$ cat config.mk
export PLATFORM = sky130hd
export DESIGN_NAME = simon_kexp_sched_flat
export DESIGN_NICKNAME = d
export VERILOG_FILES = /design/src/rtl/simon_kexp_sched_if.sv /design/src/rtl/simon_kexp_sched.sv /design/src/flat_wrapper.sv
export SDC_FILE = /design/constraint.sdc
export NUM_CORES = 1
export LEC_CHECK = 0
export CORE_AREA = 2 2 159 161
export CTS_BUF_LIST = sky130_fd_sc_hd__clkbuf_8
export CTS_CLUSTER_DIAMETER = 30
export DETAILED_ROUTE_END_ITERATION = 6
export DIE_AREA = 0 0 161 163
export HOLD_SLACK_MARGIN = 0.1
export PLACE_DENSITY = 0.75
export SETUP_SLACK_MARGIN = 0.05
export SYNTH_ARGS = -nofsm -noshare
export SYNTH_HDL_FRONTEND = slang
export SYNTH_SLANG_ARGS = --single-unit
$ cat constraint.sdc
create_clock -name ck -period 4.5 [get_ports ck]
set_input_delay 1.125 -clock ck [delete_from_list [all_inputs] [get_ports ck]]
set_output_delay 1.125 -clock ck [all_outputs]
set_load 0.1 [all_outputs]
$ cat src/rtl/simon_kexp_sched_if.sv
// Requester and key-expander signal bundle for simon_kexp_sched.
// The slave modport is the scheduler; the master modport is the surrounding requesters/expander.
interface simon_kexp_sched_if #(
  parameter int SIMON_KEY_WIDTH = 128
);
  logic [1:0]                 rq_valid;
  logic [1:0]                 rq_mode;
  logic [SIMON_KEY_WIDTH-1:0] rq_key0;
  logic [SIMON_KEY_WIDTH-1:0] rq_key1;
  logic [1:0]                 rq_grant;
  logic                       kx_nrst;
  logic                       kx_mode;
  logic [SIMON_KEY_WIDTH-1:0] kx_key;
  logic                       kx_valid;
  logic                       kx_ready;
  logic                       kx_exp_valid;

  modport master (
    output rq_valid, rq_mode, rq_key0, rq_key1, kx_ready, kx_exp_valid,
    input  rq_grant, kx_nrst, kx_mode, kx_key, kx_valid
  );

  modport slave (
    input  rq_valid, rq_mode, rq_key0, rq_key1, kx_ready, kx_exp_valid,
    output rq_grant, kx_nrst, kx_mode, kx_key, kx_valid
  );
endinterface

$ cat src/rtl/simon_kexp_sched.sv
// Round-robin arbiter/sequencer sharing one simon_kexp key expander between two requesters.
// Define SIMON_KSCHED_CACHE_EN to add a single-entry {mode, key} cache that skips re-expansion.
//
// state   | meaning
// IDLE    | arbitrate between pending requesters, latch key/mode
// CLR     | kx_nrst low for one cycle to return the expander to idle
// LOAD    | kx_valid high until the expander accepts the key
// WAIT    | expansion running, wait for kx_exp_valid
// GRANT   | owner holds the expanded-key bus until it drops rq_valid
module simon_kexp_sched #(
  parameter int SIMON_KEY_WIDTH = 128,
  parameter int CNT_WIDTH       = 16
) (
  input  logic                 ck,
  input  logic                 nrst,
  simon_kexp_sched_if.slave    bus,
  output logic                 busy,
  output logic [CNT_WIDTH-1:0] exp_count
);

  typedef enum logic [2:0] {
    S_IDLE,
    S_CLR,
    S_LOAD,
    S_WAIT,
    S_GRANT
  } state_t;

  state_t                     state;
  logic                       owner;
  logic                       last;
  logic                       sel;
  logic                       sel_mode;
  logic [SIMON_KEY_WIDTH-1:0] sel_key;
  logic                       hit;

  always_comb begin
    sel      = (bus.rq_valid == 2'b11) ? ~last : bus.rq_valid[1];
    sel_key  = sel ? bus.rq_key1 : bus.rq_key0;
    sel_mode = bus.rq_mode[sel];
  end

`ifdef SIMON_KSCHED_CACHE_EN
  logic                       tag_valid;
  logic                       tag_mode;
  logic [SIMON_KEY_WIDTH-1:0] tag_key;

  // Tag tracks what the expander currently holds; reset clears both together.
  always_ff @(posedge ck or negedge nrst) begin
    if (!nrst) begin
      tag_valid <= 1'b0;
      tag_mode  <= 1'b0;
      tag_key   <= '0;
    end else if (state == S_WAIT && bus.kx_exp_valid) begin
      tag_valid <= 1'b1;
      tag_mode  <= bus.kx_mode;
      tag_key   <= bus.kx_key;
    end
  end

  assign hit = tag_valid && (tag_mode == sel_mode) && (tag_key == sel_key);
`else
  assign hit = 1'b0;
`endif

  always_ff @(posedge ck or negedge nrst) begin
    if (!nrst) begin
      state        <= S_IDLE;
      owner        <= 1'b0;
      last         <= 1'b1;
      bus.rq_grant <= 2'b00;
      bus.kx_nrst  <= 1'b0;
      bus.kx_valid <= 1'b0;
      bus.kx_mode  <= 1'b0;
      bus.kx_key   <= '0;
      busy         <= 1'b0;
      exp_count    <= '0;
    end else begin
      case (state)
        S_IDLE: begin
          if (bus.rq_valid != 2'b00) begin
            owner       <= sel;
            last        <= sel;
            bus.kx_key  <= sel_key;
            bus.kx_mode <= sel_mode;
            busy        <= 1'b1;
            if (hit) begin
              state        <= S_GRANT;
              bus.rq_grant <= sel ? 2'b10 : 2'b01;
            end else begin
              state       <= S_CLR;
              bus.kx_nrst <= 1'b0;
            end
          end
        end
        S_CLR: begin
          state        <= S_LOAD;
          bus.kx_nrst  <= 1'b1;
          bus.kx_valid <= 1'b1;
        end
        S_LOAD: begin
          if (bus.kx_ready) begin
            state        <= S_WAIT;
            bus.kx_valid <= 1'b0;
            if (exp_count != '1) exp_count <= exp_count + 1'b1;
          end
        end
        S_WAIT: begin
          if (bus.kx_exp_valid) begin
            if (bus.rq_valid[owner]) begin
              state        <= S_GRANT;
              bus.rq_grant <= owner ? 2'b10 : 2'b01;
            end else begin
              state <= S_IDLE;
              busy  <= 1'b0;
            end
          end
        end
        S_GRANT: begin
          // No preemption: only the owner's release ends the grant.
          if (!bus.rq_valid[owner]) begin
            state        <= S_IDLE;
            bus.rq_grant <= 2'b00;
            busy         <= 1'b0;
          end
        end
        default: begin
          state        <= S_IDLE;
          bus.rq_grant <= 2'b00;
          bus.kx_valid <= 1'b0;
          busy         <= 1'b0;
        end
      endcase
    end
  end

endmodule

$ cat src/flat_wrapper.sv
// flat-port wrapper written by rule: the top's interface ports become plain ports
module simon_kexp_sched_flat 
#(
  parameter int SIMON_KEY_WIDTH = 128,
  parameter int CNT_WIDTH       = 16
)
  (ck, nrst, busy, exp_count, bus_rq_valid, bus_rq_mode, bus_rq_key0, bus_rq_key1, bus_kx_ready, bus_kx_exp_valid, bus_rq_grant, bus_kx_nrst, bus_kx_mode, bus_kx_key, bus_kx_valid);
  simon_kexp_sched_if #(.SIMON_KEY_WIDTH(SIMON_KEY_WIDTH)) bus_i ();
  input  logic ck;
  input  logic nrst;
  output logic busy;
  output logic [CNT_WIDTH-1:0] exp_count;
  input wire logic [$bits(bus_i.rq_valid)-1:0] bus_rq_valid;
  input wire logic [$bits(bus_i.rq_mode)-1:0] bus_rq_mode;
  input wire logic [$bits(bus_i.rq_key0)-1:0] bus_rq_key0;
  input wire logic [$bits(bus_i.rq_key1)-1:0] bus_rq_key1;
  input wire logic [$bits(bus_i.kx_ready)-1:0] bus_kx_ready;
  input wire logic [$bits(bus_i.kx_exp_valid)-1:0] bus_kx_exp_valid;
  output wire logic [$bits(bus_i.rq_grant)-1:0] bus_rq_grant;
  output wire logic [$bits(bus_i.kx_nrst)-1:0] bus_kx_nrst;
  output wire logic [$bits(bus_i.kx_mode)-1:0] bus_kx_mode;
  output wire logic [$bits(bus_i.kx_key)-1:0] bus_kx_key;
  output wire logic [$bits(bus_i.kx_valid)-1:0] bus_kx_valid;
  assign bus_i.rq_valid = bus_rq_valid;
  assign bus_i.rq_mode = bus_rq_mode;
  assign bus_i.rq_key0 = bus_rq_key0;
  assign bus_i.rq_key1 = bus_rq_key1;
  assign bus_i.kx_ready = bus_kx_ready;
  assign bus_i.kx_exp_valid = bus_kx_exp_valid;
  assign bus_rq_grant = bus_i.rq_grant;
  assign bus_kx_nrst = bus_i.kx_nrst;
  assign bus_kx_mode = bus_i.kx_mode;
  assign bus_kx_key = bus_i.kx_key;
  assign bus_kx_valid = bus_i.kx_valid;
  simon_kexp_sched #(.SIMON_KEY_WIDTH(SIMON_KEY_WIDTH), .CNT_WIDTH(CNT_WIDTH)) u_core (.ck(ck), .nrst(nrst), .bus(bus_i), .busy(busy), .exp_count(exp_count));
endmodule
Word-level counts from Yosys, hierarchy flattened:

Index checks and enable logic that the tools add are counted.

* bits in registers: 155

* add/sub/neg operators: 1
* order comparisons: 2
* eq/ne operators: 11
* multiplexer cells: 25
* bitwise operators: 4
* reductions and logical operators: 13

Operator list (number)
* 128-bit two-way mux: 1
* 16-bit by 1-bit adder with 16-bit output (second input constant): 1
* 16-bit inequality test (second input constant): 1
* 3-bit two-way mux: 5
* 3-bit one-hot mux with 5 select lines: 1
* 1-bit two-way mux: 10
* 2-bit two-way mux: 4
* 4-bit AND reduction: 2
* 3-bit by 2-bit equality test with 1-bit output (second input constant): 2
* 2-bit inequality test (second input constant): 3
* 2-bit one-hot mux with 3 select lines: 1
* 2-bit AND reduction: 3
* 3-bit AND reduction: 2
* 3-bit OR reduction: 2
* 1-bit by 2-bit < comparator with 1-bit output (second input constant): 2
* 2-bit by 1-bit inequality test with 1-bit output (second input constant): 2
* 1-bit inverter: 4
* 1-bit one-hot mux with 4 select lines: 1
* 2-bit nonzero test: 2
* 3-bit by 1-bit equality test with 1-bit output (second input constant): 1
* 3-bit equality test (second input constant): 1
* 3-bit logical NOT: 1
* 1-bit one-hot mux with 3 select lines: 1
* 2-bit equality test (second input constant): 1
* other kinds (2): 2

Longest topological paths before layout:

* depth in word-level cells: 5
* mapped depth: 8
* gate-level depth less buffers: 5

Worst setup path after synthesis:

OpenSTA, ideal clock, no wires.

* path type: register -> register
* start: register u_core.exp_count[0]
* end: register u_core.exp_count[1]
* setup time: 128 ps
* arrival time: 2287 ps
* data required time: 4372 ps
* path slack: 2084 ps
* cell stages (with the launch flop): 6
* path buffers: 0
* period minus slack after synthesis: 2416 ps
* cells stage by stage: dfrtp_1 > ha_1 > nand2_2 > nor4_2 > a31oi_1 > mux2_1

* word-level cells in the longest chain between the ends: 2

RTL lines
* start: declaration: RTL line simon_kexp_sched.sv:18 `output logic [CNT_WIDTH-1:0] exp_count`
* start signal: assignment: RTL line simon_kexp_sched.sv:105 `if (exp_count != '1) exp_count <= exp_count + 1'b1;`
* parallel branches: the longest is 2 deep, another holds 16-bit by 1-bit adder with 16-bit output

Several ways; the timed one is not identified.
A chain may end at the register's enable or synchronous reset.

Worst setup path in the final report:

* start: register u_core.exp_count[3]
* end: output port exp_count[3]

RTL lines
* end: declaration: RTL line flat_wrapper.sv:12 `output logic [CNT_WIDTH-1:0] exp_count;`

No word-level cell between the ends.

==> impl_metrics.ini <==
[final_layout]
diodes = 0
fin_area_um2 = 12100
layout.nets = 1340
fillCellCount = 2325
multi_input_area_um2 = 3130
drive_gt1_share_pct = 4.88
final-seq-area_um2 = 3880
syn2layout_area_growth_pct = 64.9

[worst_hold_path]
hold_depth = 1
hold_start = u_core.bus.kx_nrst
worstHoldEndpoint = u_core.bus.kx_nrst
hold_class = flip-flop to flip-flop

[critical_path]
reg2reg_slack_ns = 2.26
r2r_cells = 5
reg2reg_from = u_core.state[1]
cp.depth = 1
cpPeakStageDelay_ns = 1.20
end_kind = output port
arrival_ns = 2.11
r2r-end = u_core.bus.kx_key[70]
required_ns = 3.38
cp_max_fo = 8
critical_path_class = flip-flop to output port
cp_top_family = buffers and inverters
path_buf_inv = 1
timing.critical_path.cells = clkdlybuf4s50_1
cp_slowest_cell = clkdlybuf4s50_1
crit_path_start_kind = flip-flop

[yosys]
ys_types = 48
synth-seq-cells = 155
syn_area_um2 = 7330
yosysMostFrequentCell = dfrtp_1
yosysWarningCount = 0
avgSynthCellArea_um2 = 10.7
ys_top_cells_by_count = dfrtp_1, nor2_1, a21oi_1, mux2i_1, buf_2
yosysSeqAreaShare_pct = 52.9
synth_top_area_share_pct = 52.6
synth_top_area_cell = dfrtp_1
synth_ff_type = dfrtp_1
synth_edf_count = 0
syn_nets = 948
synth.area.top_cells = dfrtp_1, mux2i_1, a21oi_1
synthArstFlopShare_pct = 100
syn_inst = 683

[sta]
setup_viol = 0
max_freq_mhz = 309
finalCritPeriodShare_pct = 71.8
slew_viol_final = 0
slew_headroom_pct = 27.7
min_period_ns = 3.23
final_hold_viol_count = 0
tns_ns = 0
rsz0062_at_grt = false
worstMarginPinSlew_ns = 1.08
fin_worst_skew_ns = 0.0243

[detailed_routing]
drt_iter0_drc = 259
wl_met1_um = 8590
drt_pass1_iterations = 4
final_antenna_net_count = 0
maxUsedRoutingLayer = met4
num_vias = 6410
wl_met2_um = 11200
wire_per_inst_um = 15.6
via_per_inst = 4.52
route.met3.wl_um = 2070
drc = 0
routed_wl_um = 22100

[die]
die_x_um = 161
die_y_um = 163
num_rows = 58
boundaryPins = 414
design.core.area_um2 = 24700
die_area_um2 = 26200
start_util_pct = 29.7

[clock_network]
path_clk_slew_ns = 0.09
clockBufferDepth = 2
numCtsBuffers = 17
clk_latency_ns = 0.44
cts_resized = 0
cts_tree = yes
cts_hold_buf = 0
clock-sinks = 155
clockRootBuffer = clkbuf_8
postCtsSetupBuffers = 0
cts.htree.levels = 4

[grt]
grt_max_degree = 111
grt_use_total_pct = 16.6
grt_pass1_wl_um = 34400
grt_pass1_vias = 6485
grt_overflow_total = 0
antenna_found_initial = 0

[place]
routabilityCongestion = 0.789
port_buffers = 413
place_area_um2 = 11700
dpl.hpwl_um = 16800

[flow_run]
maxCapViolations = 0

[run_status]
status = finished, final reports clean
## layer usage
layer  vias to the layer above  GRT usage (%)
li1                       3171              -
met1                      2961           19.0
met2                       262           29.3
met3                        16           6.19
met4                         0           4.50
met5                         -              0
## registers in the layout (all words and copies together) (netlist names)
| name | cells |
|---|---|
| u_core.bus.kx_key | 128 |
| u_core.bus.kx_mode | 1 |
| u_core.bus.kx_nrst | 1 |
| u_core.bus.kx_valid | 1 |
| u_core.bus.rq_grant | 2 |
| u_core.busy | 1 |
| u_core.exp_count | 16 |
| u_core.last | 1 |
| u_core.owner | 1 |
| u_core.state | 3 |
## through the flow
stage	worst slack, ns	cells	utilization [%]	hold slack (ns)
after CTS	1.22	1417	49.0	0.513
after global placement	1.48	1386	47.4	0.487
after global routing	1.17	1417	49.0	0.531
after floorplan	2.08	683	-	0.512
after detailed placement	1.40	1386	47.4	0.488
final	1.27	1417	49.0	0.517
## worst max path at each step
stage                        startpoint                    end  slack (ns)
finish              u_core.exp_count[3]           exp_count[3]        1.27
global placement        bus_rq_valid[0]  u_core.bus.kx_key[73]        1.48
floorplan           u_core.exp_count[0]    u_core.exp_count[1]        2.08
global route        u_core.exp_count[3]           exp_count[3]        1.17
CTS                 u_core.exp_count[3]           exp_count[3]        1.22
detailed placement      bus_rq_valid[0]  u_core.bus.kx_key[70]        1.40
## area by class of cell
class	instances	share of cell area (%)
Inverter	4	0.124
Sequential cell	155	32.1
Clock inverter	14	1.42
Multi-Input combinational cell	478	25.9
Clock buffer	17	1.94
Tap cell	330	3.42
Timing Repair Buffer	419	35.1
## cells by family after synthesis
group	count (synthesis)	share of synthesized area, %
AO/OA/AOI/OAI	155	11.2
multiplexers	135	18.5
flip-flops	155	52.9
adder cells (fa/ha/maj)	1	0.171
AND/OR/NAND/NOR	176	11.3
XOR/XNOR	11	1.31
buffers and inverters	50	4.54
## layout by cell type, fill, tap and decap left out, drive strengths merged, types with 3 or more instances in the layout
cell type,synthesis,routed
a21oi,133,133
nand2,10,10
mux2,3,3
bufinv,0,3
buf,45,7
nor4,5,5
clkbuf,1,17
xnor2,6,6
nor2,134,134
nor3,6,6
clkdlybuf4s50,0,412
clkinvlp,0,4
inv,4,10
xor2,5,5
o21ai,7,7
a31oi,4,4
mux2i,132,132
nand3,7,7
dfrtp,154,154
Power is left out: the tool's default activity adds up to more than one toggle a clock period on the data nets, which glitch-free logic cannot reach.
